===== config.mk =====
export PLATFORM = sky130hd
export DESIGN_NAME = hazard_ctrl
export DESIGN_NICKNAME = d
export VERILOG_FILES = /design/src/rtl/hazard_ctrl.sv
export SDC_FILE = /design/constraint.sdc
export NUM_CORES = 1
export LEC_CHECK = 0
export ABC_AREA = 1
export CELL_PAD_IN_SITES_DETAIL_PLACEMENT = 0
export CELL_PAD_IN_SITES_GLOBAL_PLACEMENT = 1
export CORE_MARGIN = 1
export CORE_UTILIZATION = 45
export DETAILED_ROUTE_END_ITERATION = 8
export DONT_BUFFER_PORTS = 1
export PLACE_DENSITY_LB_ADDON = 0.1
export SETUP_SLACK_MARGIN = 0.15
export SKIP_LAST_GASP = 1
export SYNTH_ARGS = -nofsm -noshare
export SYNTH_HDL_FRONTEND = slang
export SYNTH_SLANG_ARGS = --single-unit

===== constraint.sdc =====
create_clock -name clk -period 3.1 [get_ports clk]
set_clock_uncertainty 0.2 [all_clocks]
set_input_delay 0.155 -clock clk [delete_from_list [all_inputs] [get_ports clk]]
set_output_delay 0.155 -clock clk [all_outputs]
set_load 0.03 [all_outputs]

===== src/rtl/hazard_ctrl.sv =====
// rtl/hazard_ctrl.sv - RV32I load-use/load-to-branch hazard controller with PC select and perf counters
// Stall FSM inserts LOAD_LAT bubbles per load hazard; redirects under bus stall are parked until the bus frees.
module hazard_ctrl #(
    parameter int                XLEN     = 32,
    parameter int                RA_W     = 5,
    parameter int                LOAD_LAT = 1,
    parameter int                CNT_W    = 16,
    parameter logic [XLEN-1:0]   RESET_PC = '0
) (
    input  logic              clk,
    input  logic              rst_n,
    input  logic [6:0]        id_opcode_i,
    input  logic [6:0]        ex_opcode_i,
    input  logic [6:0]        ma_opcode_i,
    input  logic              ex_reg_we_i,
    input  logic              ma_reg_we_i,
    input  logic [RA_W-1:0]   id_rs1_i,
    input  logic [RA_W-1:0]   id_rs2_i,
    input  logic [RA_W-1:0]   ex_rd_i,
    input  logic [RA_W-1:0]   ma_rd_i,
    input  logic              ex_redirect_i,
    input  logic [XLEN-1:0]   ex_target_i,
    input  logic              m_axi_stall_i,
    input  logic [XLEN-1:0]   pc4_i,
    output logic [XLEN-1:0]   pc_o,
    output logic              if_stall_o,
    output logic              id_stall_o,
    output logic              id_flush_o,
    output logic              ex_flush_o,
    output logic [CNT_W-1:0]  stall_cnt_o,
    output logic [CNT_W-1:0]  flush_cnt_o
);

    localparam logic [6:0] OPC_LOAD   = 7'b0000011;
    localparam logic [6:0] OPC_OP     = 7'b0110011;
    localparam logic [6:0] OPC_STORE  = 7'b0100011;
    localparam logic [6:0] OPC_BRANCH = 7'b1100011;
    localparam logic [6:0] OPC_LUI    = 7'b0110111;
    localparam logic [6:0] OPC_AUIPC  = 7'b0010111;
    localparam logic [6:0] OPC_JAL    = 7'b1101111;
    localparam logic [3:0] LAT_M1     = 4'(LOAD_LAT - 1);

    typedef enum logic [1:0] {RUN, LSTALL, RPEND} state_t;

    state_t            state_q, state_d;
    logic [3:0]        cnt_q, cnt_d;
    logic [XLEN-1:0]   tgt_q, tgt_d;
    logic [XLEN-1:0]   pc_hold_q, pc_hold_d;
    logic [CNT_W-1:0]  stall_cnt_q, stall_cnt_d;
    logic [CNT_W-1:0]  flush_cnt_q, flush_cnt_d;

    logic rs1_used, rs2_used, ex_match, ma_match, hz_ex, hz_ma, load_hz;
    logic [XLEN-1:0] pc_int;
    logic if_stall_int, id_stall_int, id_flush_int, ex_flush_int;

    always_comb begin
        rs1_used = !(id_opcode_i inside {OPC_LUI, OPC_AUIPC, OPC_JAL});
        rs2_used = id_opcode_i inside {OPC_OP, OPC_STORE, OPC_BRANCH};
        ex_match = (ex_rd_i != '0) &&
                   ((rs1_used && id_rs1_i == ex_rd_i) || (rs2_used && id_rs2_i == ex_rd_i));
        ma_match = (ma_rd_i != '0) &&
                   ((rs1_used && id_rs1_i == ma_rd_i) || (rs2_used && id_rs2_i == ma_rd_i));
        hz_ex    = (ex_opcode_i == OPC_LOAD) && ex_reg_we_i && ex_match;
        // A branch compares in EX, so a load still in MA is too late for it
        hz_ma    = (ma_opcode_i == OPC_LOAD) && ma_reg_we_i &&
                   (id_opcode_i == OPC_BRANCH) && ma_match;
        load_hz  = hz_ex || hz_ma;
    end

    always_comb begin
        state_d      = state_q;
        cnt_d        = cnt_q;
        tgt_d        = tgt_q;
        pc_int       = pc4_i;
        if_stall_int = 1'b0;
        id_stall_int = 1'b0;
        id_flush_int = 1'b0;
        ex_flush_int = 1'b0;
        if (m_axi_stall_i) begin
            if_stall_int = 1'b1;
            id_stall_int = 1'b1;
            pc_int       = pc_hold_q;
            if (ex_redirect_i) begin
                tgt_d   = ex_target_i;
                cnt_d   = '0;
                state_d = RPEND;
            end
        end else begin
            unique case (state_q)
                RUN: begin
                    if (ex_redirect_i) begin
                        pc_int       = ex_target_i;
                        id_flush_int = 1'b1;
                        ex_flush_int = 1'b1;
                    end else if (load_hz) begin
                        if_stall_int = 1'b1;
                        id_stall_int = 1'b1;
                        ex_flush_int = 1'b1;
                        pc_int       = pc_hold_q;
                        if (LOAD_LAT > 1) begin
                            cnt_d   = LAT_M1;
                            state_d = LSTALL;
                        end
                    end
                end
                LSTALL: begin
                    if (ex_redirect_i) begin
                        pc_int       = ex_target_i;
                        id_flush_int = 1'b1;
                        ex_flush_int = 1'b1;
                        cnt_d        = '0;
                        state_d      = RUN;
                    end else begin
                        if_stall_int = 1'b1;
                        id_stall_int = 1'b1;
                        ex_flush_int = 1'b1;
                        pc_int       = pc_hold_q;
                        cnt_d        = cnt_q - 4'd1;
                        if (cnt_q == 4'd1) state_d = RUN;
                    end
                end
                RPEND: begin
                    pc_int       = tgt_q;
                    id_flush_int = 1'b1;
                    ex_flush_int = 1'b1;
                    state_d      = RUN;
                end
                default: state_d = RUN;
            endcase
        end
        pc_hold_d = m_axi_stall_i ? pc_hold_q : pc_int;
    end

    // Outputs are forced quiet while reset is held, independent of flop state
    assign pc_o        = rst_n ? pc_int : RESET_PC;
    assign if_stall_o  = rst_n && if_stall_int;
    assign id_stall_o  = rst_n && id_stall_int;
    assign id_flush_o  = rst_n && id_flush_int;
    assign ex_flush_o  = rst_n && ex_flush_int;
    assign stall_cnt_o = stall_cnt_q;
    assign flush_cnt_o = flush_cnt_q;

    always_comb begin
        stall_cnt_d = stall_cnt_q;
        flush_cnt_d = flush_cnt_q;
        if (id_stall_o && stall_cnt_q != {CNT_W{1'b1}}) stall_cnt_d = stall_cnt_q + CNT_W'(1);
        if (id_flush_o && flush_cnt_q != {CNT_W{1'b1}}) flush_cnt_d = flush_cnt_q + CNT_W'(1);
    end

    always_ff @(posedge clk or negedge rst_n) begin
        if (!rst_n) begin
            state_q     <= RUN;
            cnt_q       <= '0;
            tgt_q       <= '0;
            pc_hold_q   <= RESET_PC;
            stall_cnt_q <= '0;
            flush_cnt_q <= '0;
        end else begin
            state_q     <= state_d;
            cnt_q       <= cnt_d;
            tgt_q       <= tgt_d;
            pc_hold_q   <= pc_hold_d;
            stall_cnt_q <= stall_cnt_d;
            flush_cnt_q <= flush_cnt_d;
        end
    end

endmodule


==> metrics.md, run 1 <==
| Metric | Value |
|---|---|
| Clock slew at reported path FFs | `70 ps` |
| First-pass GRT wire length | `26.4 mm` |
| Die width | `~120 um` |
| Vias in the first global route | `5690` |
| Max-cap viol count | `0` |
| Commonest non-fill, non-tap cell in the layout | `nand2_1` |
| Fin. Hold Viols | `0` |
| Arr. time, crit path | `2400 ps` |
| Initial antenna violation count | `0` |
| Synth Warn # | `0` |
| Critical path origin | `ex_target_i[13]` |
| Core area | `12800 sq um` |
| Slowest cell on the critical path | `dlygate4sd3_1` |
| Final period utilization | `0.889` |
| CTS sink cnt | `97` |
| Routed Antenna Nets | `0` |
| Die extent in y | `117 um` |
| Min-Delay Path Class | `input port to flip-flop` |
| Largest net degree at the start of global routing | `98` |
| Placed Cells | `about 1.0k` |
| CTS H-tree depth | `3` |
| Row count | `41` |
| CP Max Fanout | `2` |
| Top cells by area, synth | `dfrtp_1 (41%), nand2_1 (16%), inv_1 (6.8%)` |
| Top-area cell type share of the netlist area | `0.408` |
| RSZ-0062 raised after global routing | `no` |
| Global Route Usage Sum | `0.251` |
| Layout Cells excl Fill | `1144` |
| Worst-path cell chain | `dlygate4sd3_1 -> inv_1 -> nand2_1 -> dlygate4sd3_1 -> nand3_1 -> dlygate4sd3_1 -> nand2_1 -> nand2_1 -> a21oi_1 -> buf_4` |
| Routed len/inst | `14.7 um` |
| Measured slew at the worst slew-check pin | `between 1000 and 1500 ps` |
| Final setup violation count | `0` |
| Max Transition Viols Final | `0` |
| Synth Instances | `863` |
| Drt pass-1 iters | `5` |
| Initial Util | `0.465` |
| Synth Cell Area | `5940 sq um` |
| Root buf cell | `clkbuf_16` |
| Via/cell ratio | `5.12` |
| Hold_ws | `approximately 4.3 ps` |
| DR vias | `5852` |
| Fin Setup TNS | `0 ps` |
| Worst Min Path Start | `m_axi_stall_i` |
| Distinct cells, synth | `32` |
| Worst R2R Start | `stall_cnt_o[1]` |
| Cell area after layout | `7600 sq um` |
| GRT overflow | `0` |
| Status | `complete, no violations` |
| GP Congestion | `0.802` |
| DRT met1 WL | `roughly 7.1 mm` |
| Critical path type | `input port to primary output` |
| Diode count | `0` |
| Commonest cells after routing, fill and taps aside | `nand2_1 (259), inv_1 (108), dfrtp_1 (97)` |
| Synth area leader | `dfrtp_1` |
| Critical Path Sink Type | `primary output` |
| Post-Place Cell Area | `around 6300 sq um` |
| Worst Path Required | `2740 ps` |
| Fin nets | `approximately 1.1k` |
| Num CTS Buffers | `9` |
| Drc violations | `0` |
| CTS max path bufs | `2` |
| Crit start category | `input port` |
| Port Buffer Count | `0` |
| Area growth syn-to-layout | `27.8%` |
| Die area | `approximately 14000 sq um` |
| PwrDens | `494 nW/um^2` |
| Tmin final | `2760 ps` |
| Critical Path Max Stage Delay | `550 ps` |
| Iteration-0 DRC Markers | `339` |
| Synth Register Bits | `97` |
| Wire length on met3 | `1.11 mm` |
| Dpl hpwl | `10.5 mm` |
| Synth Net Count | `976` |
| Peak supply drop | `0.000448 V` |
| CTS tree | `built` |
| Synthesized area per cell | `around 6.9 sq um` |
| Share of layout cells above drive strength 1 | `0.0874` |
| Number of top-level pins | `179` |
| Worst slew margin | `0.277` |
| Highest metal layer with signal wires | `met4` |
| DRT Wirelength | `about 17 mm` |
| Worst-Skew Late Latency | `350 ps` |
| Register area share after synthesis | `0.408` |
| Leakage dissipation | `3.94 nW` |
| Met2 wire length | `roughly 8.3 mm` |
| F_max | `363 MHz` |
| Core Util, Final | `0.595` |
cells in the mapped netlist:
library cell	count
nor4_1	6
a21oi_1	34
nand3_1	57
nor2_1	95
nand2_1	260
buf_2	2
nand4_1	21
nand2_2	1
clkinv_1	1
clkbuf_1	25
nand2_4	5
o21ai_1	1
nand3b_1	2
inv_1	108
buf_1	7
or2_0	1
xnor2_1	16
inv_2	2
buf_6	1
o22ai_1	1
dfrtp_1	97
xnor2_2	1
ha_1	2
nor3_1	13
mux2_2	1
xor2_1	20
a31oi_1	1
o21ai_2	9
buf_4	2
a21oi_4	1
o21ai_0	69
nand4_2	1
area by class of cell:
type / count / area (sq um)
fillers: 1179 / 5180
repair buffers: 130 / 1250
multi-input cells: 618 / 2960
well taps: 172 / 215
inverters: 111 / 417
flip-flops and latches: 97 / 2430
clock inverters: 5 / 78.8
clock buffers: 11 / 243
metal layers:
layer,up-vias,GRT usage
met5,-,0
met4,0,0.0861
met3,26,0.0618
met2,203,0.435
met1,2695,0.306
li1,2928,-
critical path, delay by kind of cell:
kind / cells / cell delay (ps)
AO/OA/AOI/OAI: 1 / 130
buffers and inverters: 5 / 1870
AND/OR/NAND/NOR: 4 / 230
path summary, 6_finish.rpt:
check                      depth (start not counted)              to  slack [ps]
setup / recovery                                  10        pc_o[13]         340
hold / removal                                     3   pc_hold_q[13]           4
setup reg to reg                                  10  stall_cnt_o[8]         470
hold reg to reg                                    2        tgt_q[6]         290
max in group asynchronous                          2       tgt_q[12]        1980
min in group asynchronous                          2       tgt_q[31]         200
timing repair:
action	4_1_cts	5_1_grt
gates resized for setup	0	3
endpoints found under the setup margin	0	22
hold buffers	87	0
endpoints found under the hold margin	162	0
buffers inserted	0	3
logic make-up after synthesis:
family	synth area share
compound gates	0.106
xor+xnor	0.0558
mux	0.00189
buf+inv	0.0964
fa+ha+maj	0.00421
flops	0.408
simple gates	0.328
registers in the layout (all words and copies together) (netlist names):
| register | count |
|---|---|
| pc_hold_q | 32 |
| tgt_q | 32 |
| flush_cnt_o | 16 |
| stall_cnt_o | 16 |
| state_q | 1 |
through the flow:
stage               setup WS [ps]  power (W)
floorplan                     681    0.00221
detailed placement            352    0.00240
finish                        345    0.00375
global route                  215    0.00396
CTS                           171    0.00378
global placement              456    0.00237
power breakdown:
| part | switching (W) | leakage, nW | total (W) | internal [W] |
|---|---|---|---|---|
| clock | 0.000483 | 0.159 | 0.00121 | 0.000728 |
| sequential | 0.000246 | 1.22 | 0.00168 | 0.00143 |
| combinational | 0.000498 | 2.56 | 0.000860 | 0.000362 |
| total | 0.00123 | 3.94 | 0.00375 | 0.00252 |
Note: power is estimated with default switching activity, not from simulation.
==> run 2: changes to the inputs <==
--- a/config.mk
+++ b/config.mk
@@ -5,7 +5,7 @@
 export SDC_FILE = /design/constraint.sdc
 export NUM_CORES = 1
 export LEC_CHECK = 0
-export ABC_AREA = 1
+export ABC_AREA = 0
 export CELL_PAD_IN_SITES_DETAIL_PLACEMENT = 0
 export CELL_PAD_IN_SITES_GLOBAL_PLACEMENT = 1
 export CORE_MARGIN = 1
==> constraint.sdc (replaced) <==
create_clock -name clk -period 2.85 [get_ports clk]
set_clock_uncertainty 0.2 [all_clocks]
set_input_delay 0.1425 -clock clk [delete_from_list [all_inputs] [get_ports clk]]
set_output_delay 0.1425 -clock clk [all_outputs]
set_load 0.03 [all_outputs]
==> run 2 against run 1 <==
The run now ends with design-rule violations left. Cell count decreased by 26%. Critical path depth fell by 2. Wire length down 8.4%. Non-clock buffer count fell by 3. Core utilization rose by 0.94 points. First-iteration DRC count decreased by 14%. Setup slack lost 110 ps. Flip-flop and latch count unchanged. Register-to-register slack lost 190 ps. Highest routed layer unchanged.
==> metrics.md, run 2 <==
| Metric | Value |
|---|---|
| Final Power | `0.00387 W (+3.1%)` |
| Clock share of power | `0.281 (-0.042)` |
| Post-synth EDFFs | `0 (unchanged)` |
| Fin Setup TNS | `0 ps (unchanged)` |
| Leakage dissipation | `3.02 nW (-23%)` |
| Initial Util | `0.470 (+0.00478)` |
| Iteration-0 DRC Markers | `292 (-14%)` |
| Vias in the first global route | `5031 (-12%)` |
| Measured slew at the worst slew-check pin | `997 ps (-83.6 ps)` |
| Core area | `11600 sq um (-9.1%)` |
| DRT Wirelength | `15.4 mm (-8.4%)` |
| Top-area cell type share of the netlist area | `0.445 (+0.0362)` |
| # fillers | `1036 (-12%)` |
| Top delay family on crit path | `simple AND/OR/NAND/NOR gates` |
| Net Sw Frac | `0.330 (+0.00283)` |
| Postcts setup bufs | `0 (unchanged)` |
| Top cells by area, synth | `dfrtp_1 (44%), nand3_1 (4.7%), xnor2_1 (4.5%)` |
| Number of top-level pins | `179 (unchanged)` |
| Die width | `112 um (-4.1%)` |
| Layout Cells excl Fill | `852 (-26%)` |
| Fin. Hold Viols | `0 (unchanged)` |
| Worst-Skew Late Latency | `340 ps (about the same)` |
| CTS max path bufs | `2 (unchanged)` |
| F_max | `382 MHz` |
| Arr. time, crit path | `2700 ps (+300 ps)` |
| DR vias | `5027 (-14%)` |
| Biggest regs | `pc_hold_q: 32 flops, tgt_q: 32 flops` |
| Min-Delay Path Class | `input port to flip-flop` |
| Post-synth top cells | `dfrtp_1 (97), nand3_1 (51), nor2_1 (50), o21ai_0 (47), inv_1 (38)` |
| GRT overflow | `0 (unchanged)` |
| Fin nets | `820 (-24%)` |
| Drc violations | `11 (+11)` |
| Synth Net Count | `723 (-26%)` |
| Final setup violation count | `0 (unchanged)` |
| Routed len/inst | `18.1 um (+23%)` |
| Drt pass-1 iters | `7 (+2)` |
| CTS tree | `built` |
| Critical Path Sink Type | `flip-flop` |
| Row count | `39 (-4.9%)` |
| Final period utilization | `0.918` |
| Distinct cells, synth | `43 (+34%)` |
| RSZ-0062 raised after global routing | `yes` |
| Worst slew margin | `0.333 (+0.0559)` |
| Root buf cell | `clkbuf_16` |
| CTS H-tree depth | `3 (unchanged)` |
| Synth area leader | `dfrtp_1` |
| Primary FF master, synth | `dfrtp_1` |
| Synth async-reset ratio | `1.00 (unchanged)` |
| Area growth syn-to-layout | `28.5%` |
| Max Transition Viols Final | `0 (unchanged)` |
| Max-cap viol count | `0 (unchanged)` |
| Synth Register Bits | `97 (unchanged)` |
| Commonest non-fill, non-tap cell in the layout | `dfrtp_1` |
| First-pass GRT wire length | `25.2 mm (-4.8%)` |
| Pre-CTS WS | `31.2 ps (-321 ps)` |
| Global Route Usage Sum | `0.251 (-0.000323)` |
| Sequential power share | `0.482 (+0.034)` |
| WP buf/inv | `1 (-4)` |
| Synth Cell Area | `5460 sq um (-8.1%)` |
| Synth Warn # | `0 (unchanged)` |
| Tmin final | `2620 ps` |
| Commonest cells after routing, fill and taps aside | `dfrtp_1 (91), dlygate4sd3_1 (68), nand3_1 (51), buf_4 (51), nor2_1 (49)` |
| Critical Path Max Stage Delay | `560 ps (about the same)` |
| Clock slew at reported path FFs | `60 ps (about the same)` |
| GP Congestion | `0.847 (+5.6%)` |
| Combinational Power Share | `0.237 (+0.008)` |
| Final setup margin | `235 ps (-110 ps)` |
| Via/cell ratio | `5.90 (+15%)` |
| Die area | `12600 sq um (-8.0%)` |
| Peak supply drop | `0.000385 V (-14%)` |
| Core Util, Final | `0.604 (+0.00940)` |
| Routed Antenna Nets | `0 (unchanged)` |
| Placed Cells | `767 (-26%)` |
| Slowest cell on the critical path | `dlygate4sd3_1` |
| Share of layout cells above drive strength 1 | `0.175 (+0.0874)` |
| Dpl hpwl | `9.73 mm (-7.1%)` |
| Crit start category | `input port` |
| Die extent in y | `112 um (-4.1%)` |
| Count leader, synth | `dfrtp_1` |
| Status | `finished with violations` |
| Synthesized area per cell | `8.95 sq um (+30%)` |
| Worst-path cell chain | `or4_1 -> a211oi_2 -> and4_1 -> a41oi_4 -> o221a_4 -> nor4_1 -> xor2_1 -> dlygate4sd3_1` |
| Port Buffer Count | `0 (unchanged)` |
| P_sw | `0.00128 W (+4.0%)` |
| PwrDens | `551 nW/um^2 (+12%)` |
| CTS sink cnt | `97 (unchanged)` |
| Initial antenna violation count | `0 (unchanged)` |
| Failing checks | `design-rule violations` |
| Num CTS Buffers | `9 (unchanged)` |
| Internal | `0.00259 W (+2.6%)` |
| Worst Path Required | `2930 ps (+190 ps)` |
| CP Max Fanout | `7 (+5)` |
| Register area share after synthesis | `0.445 (+0.0362)` |
| Largest net degree at the start of global routing | `102 (+4.1%)` |
| Diode count | `0 (unchanged)` |
| Critical path type | `input port to flip-flop` |
| Synth Instances | `610 (-29%)` |
run 2: cell types whose count changed in the layout (fill, tap and decap cells not counted), sizes merged, moves of 13 or more:
cell | before | now
a221oi | 0 | 17
nand2 | 266 | 35
mux2 | 1 | 16
or2 | 1 | 16
a211oi | 0 | 17
a22oi | 0 | 14
nor2 | 95 | 50
o22ai | 1 | 15
dlygate4sd3 | 84 | 68
o31ai | 0 | 16
inv | 110 | 37
nand4 | 22 | 9
o21ai | 79 | 48
run 2: worst paths after layout:
path | startpoint | end | slack [ps] | cells after the start
setup reg to reg | stall_cnt_o[7] | stall_cnt_o[2] | 280 | 8
max in group asynchronous | rst_n | stall_cnt_o[11] | 1850 | 2
min in group asynchronous | rst_n | flush_cnt_o[12] | 220 | 2
hold reg to reg | tgt_q[16] | tgt_q[16] | 280 | 2
hold / removal | ex_redirect_i | pc_hold_q[1] | 7 | 4
setup / recovery | ex_opcode_i[3] | stall_cnt_o[14] | 230 | 8
run 2: cells by family (layout without fill, tap and decap cells):
kind of cell	count (synthesis)	after routing	synth area share
and+or+nand+nor	199	199	0.184
DFF	97	97	0.445
AOI/OAI and AO/OA	168	168	0.198
muxes	16	16	0.0330
buffers and inverters	79	178	0.0557
xor gates and xnor gates	49	49	0.0800
adders and majority gates	2	2	0.00458
run 2: worst min-delay path, stage by stage:
cell	delay, ps
nor2_1	30
nand3_1	70
o31ai_1	80
o21ai_0	180
run 2: power groups by stage:
stage	Combinational (W)	Sequential, W	Clock, W
after CTS	0.000912	0.00186	0.00111
after detailed placement	0.000752	0.00189	0
after floorplan	0.000538	0.00188	0
after global routing	0.00100	0.00189	0.00117
final	0.000916	0.00186	0.00109
after global placement	0.000734	0.00188	0
run 2: area by class of cell:
| class | count | area [sq um] | area share |
|---|---|---|---|
| Multi-Input combinational cell | 434 | 2800 | 0.399 |
| Timing Repair Buffer | 127 | 1210 | 0.172 |
| Tap cell | 143 | 179 | 0.0255 |
| Clock buffer | 12 | 246 | 0.0351 |
| Inverter | 38 | 143 | 0.0203 |
| Sequential cell | 97 | 2430 | 0.347 |
| Clock inverter | 1 | 5.00 | 0.000713 |
run 2: repair_timing:
item,CTS,global route
resized for setup,3,15
hold endpoints to repair,177,0
pin swaps,0,2
hold buffers,71,0
setup endpoints to repair,33,32
gates cloned,0,1
run 2: per-layer routing:
metal,share of wire,up-vias,global-route usage
li1,-,2385,-
met1,0.45,2459,0.322
met2,0.48,156,0.410
met3,0.056,27,0.0578
met4,0.019,0,0.104
met5,0,-,0
run 2: per-stage QoR:
stage | area, sq um | hold slack [ps]
after floorplan | 5470 | -353
after global placement | 5950 | -351
after detailed placement | 5950 | -351
after CTS | 6960 | 8.56
after global routing | 7020 | 37.8
final | 7020 | 6.87
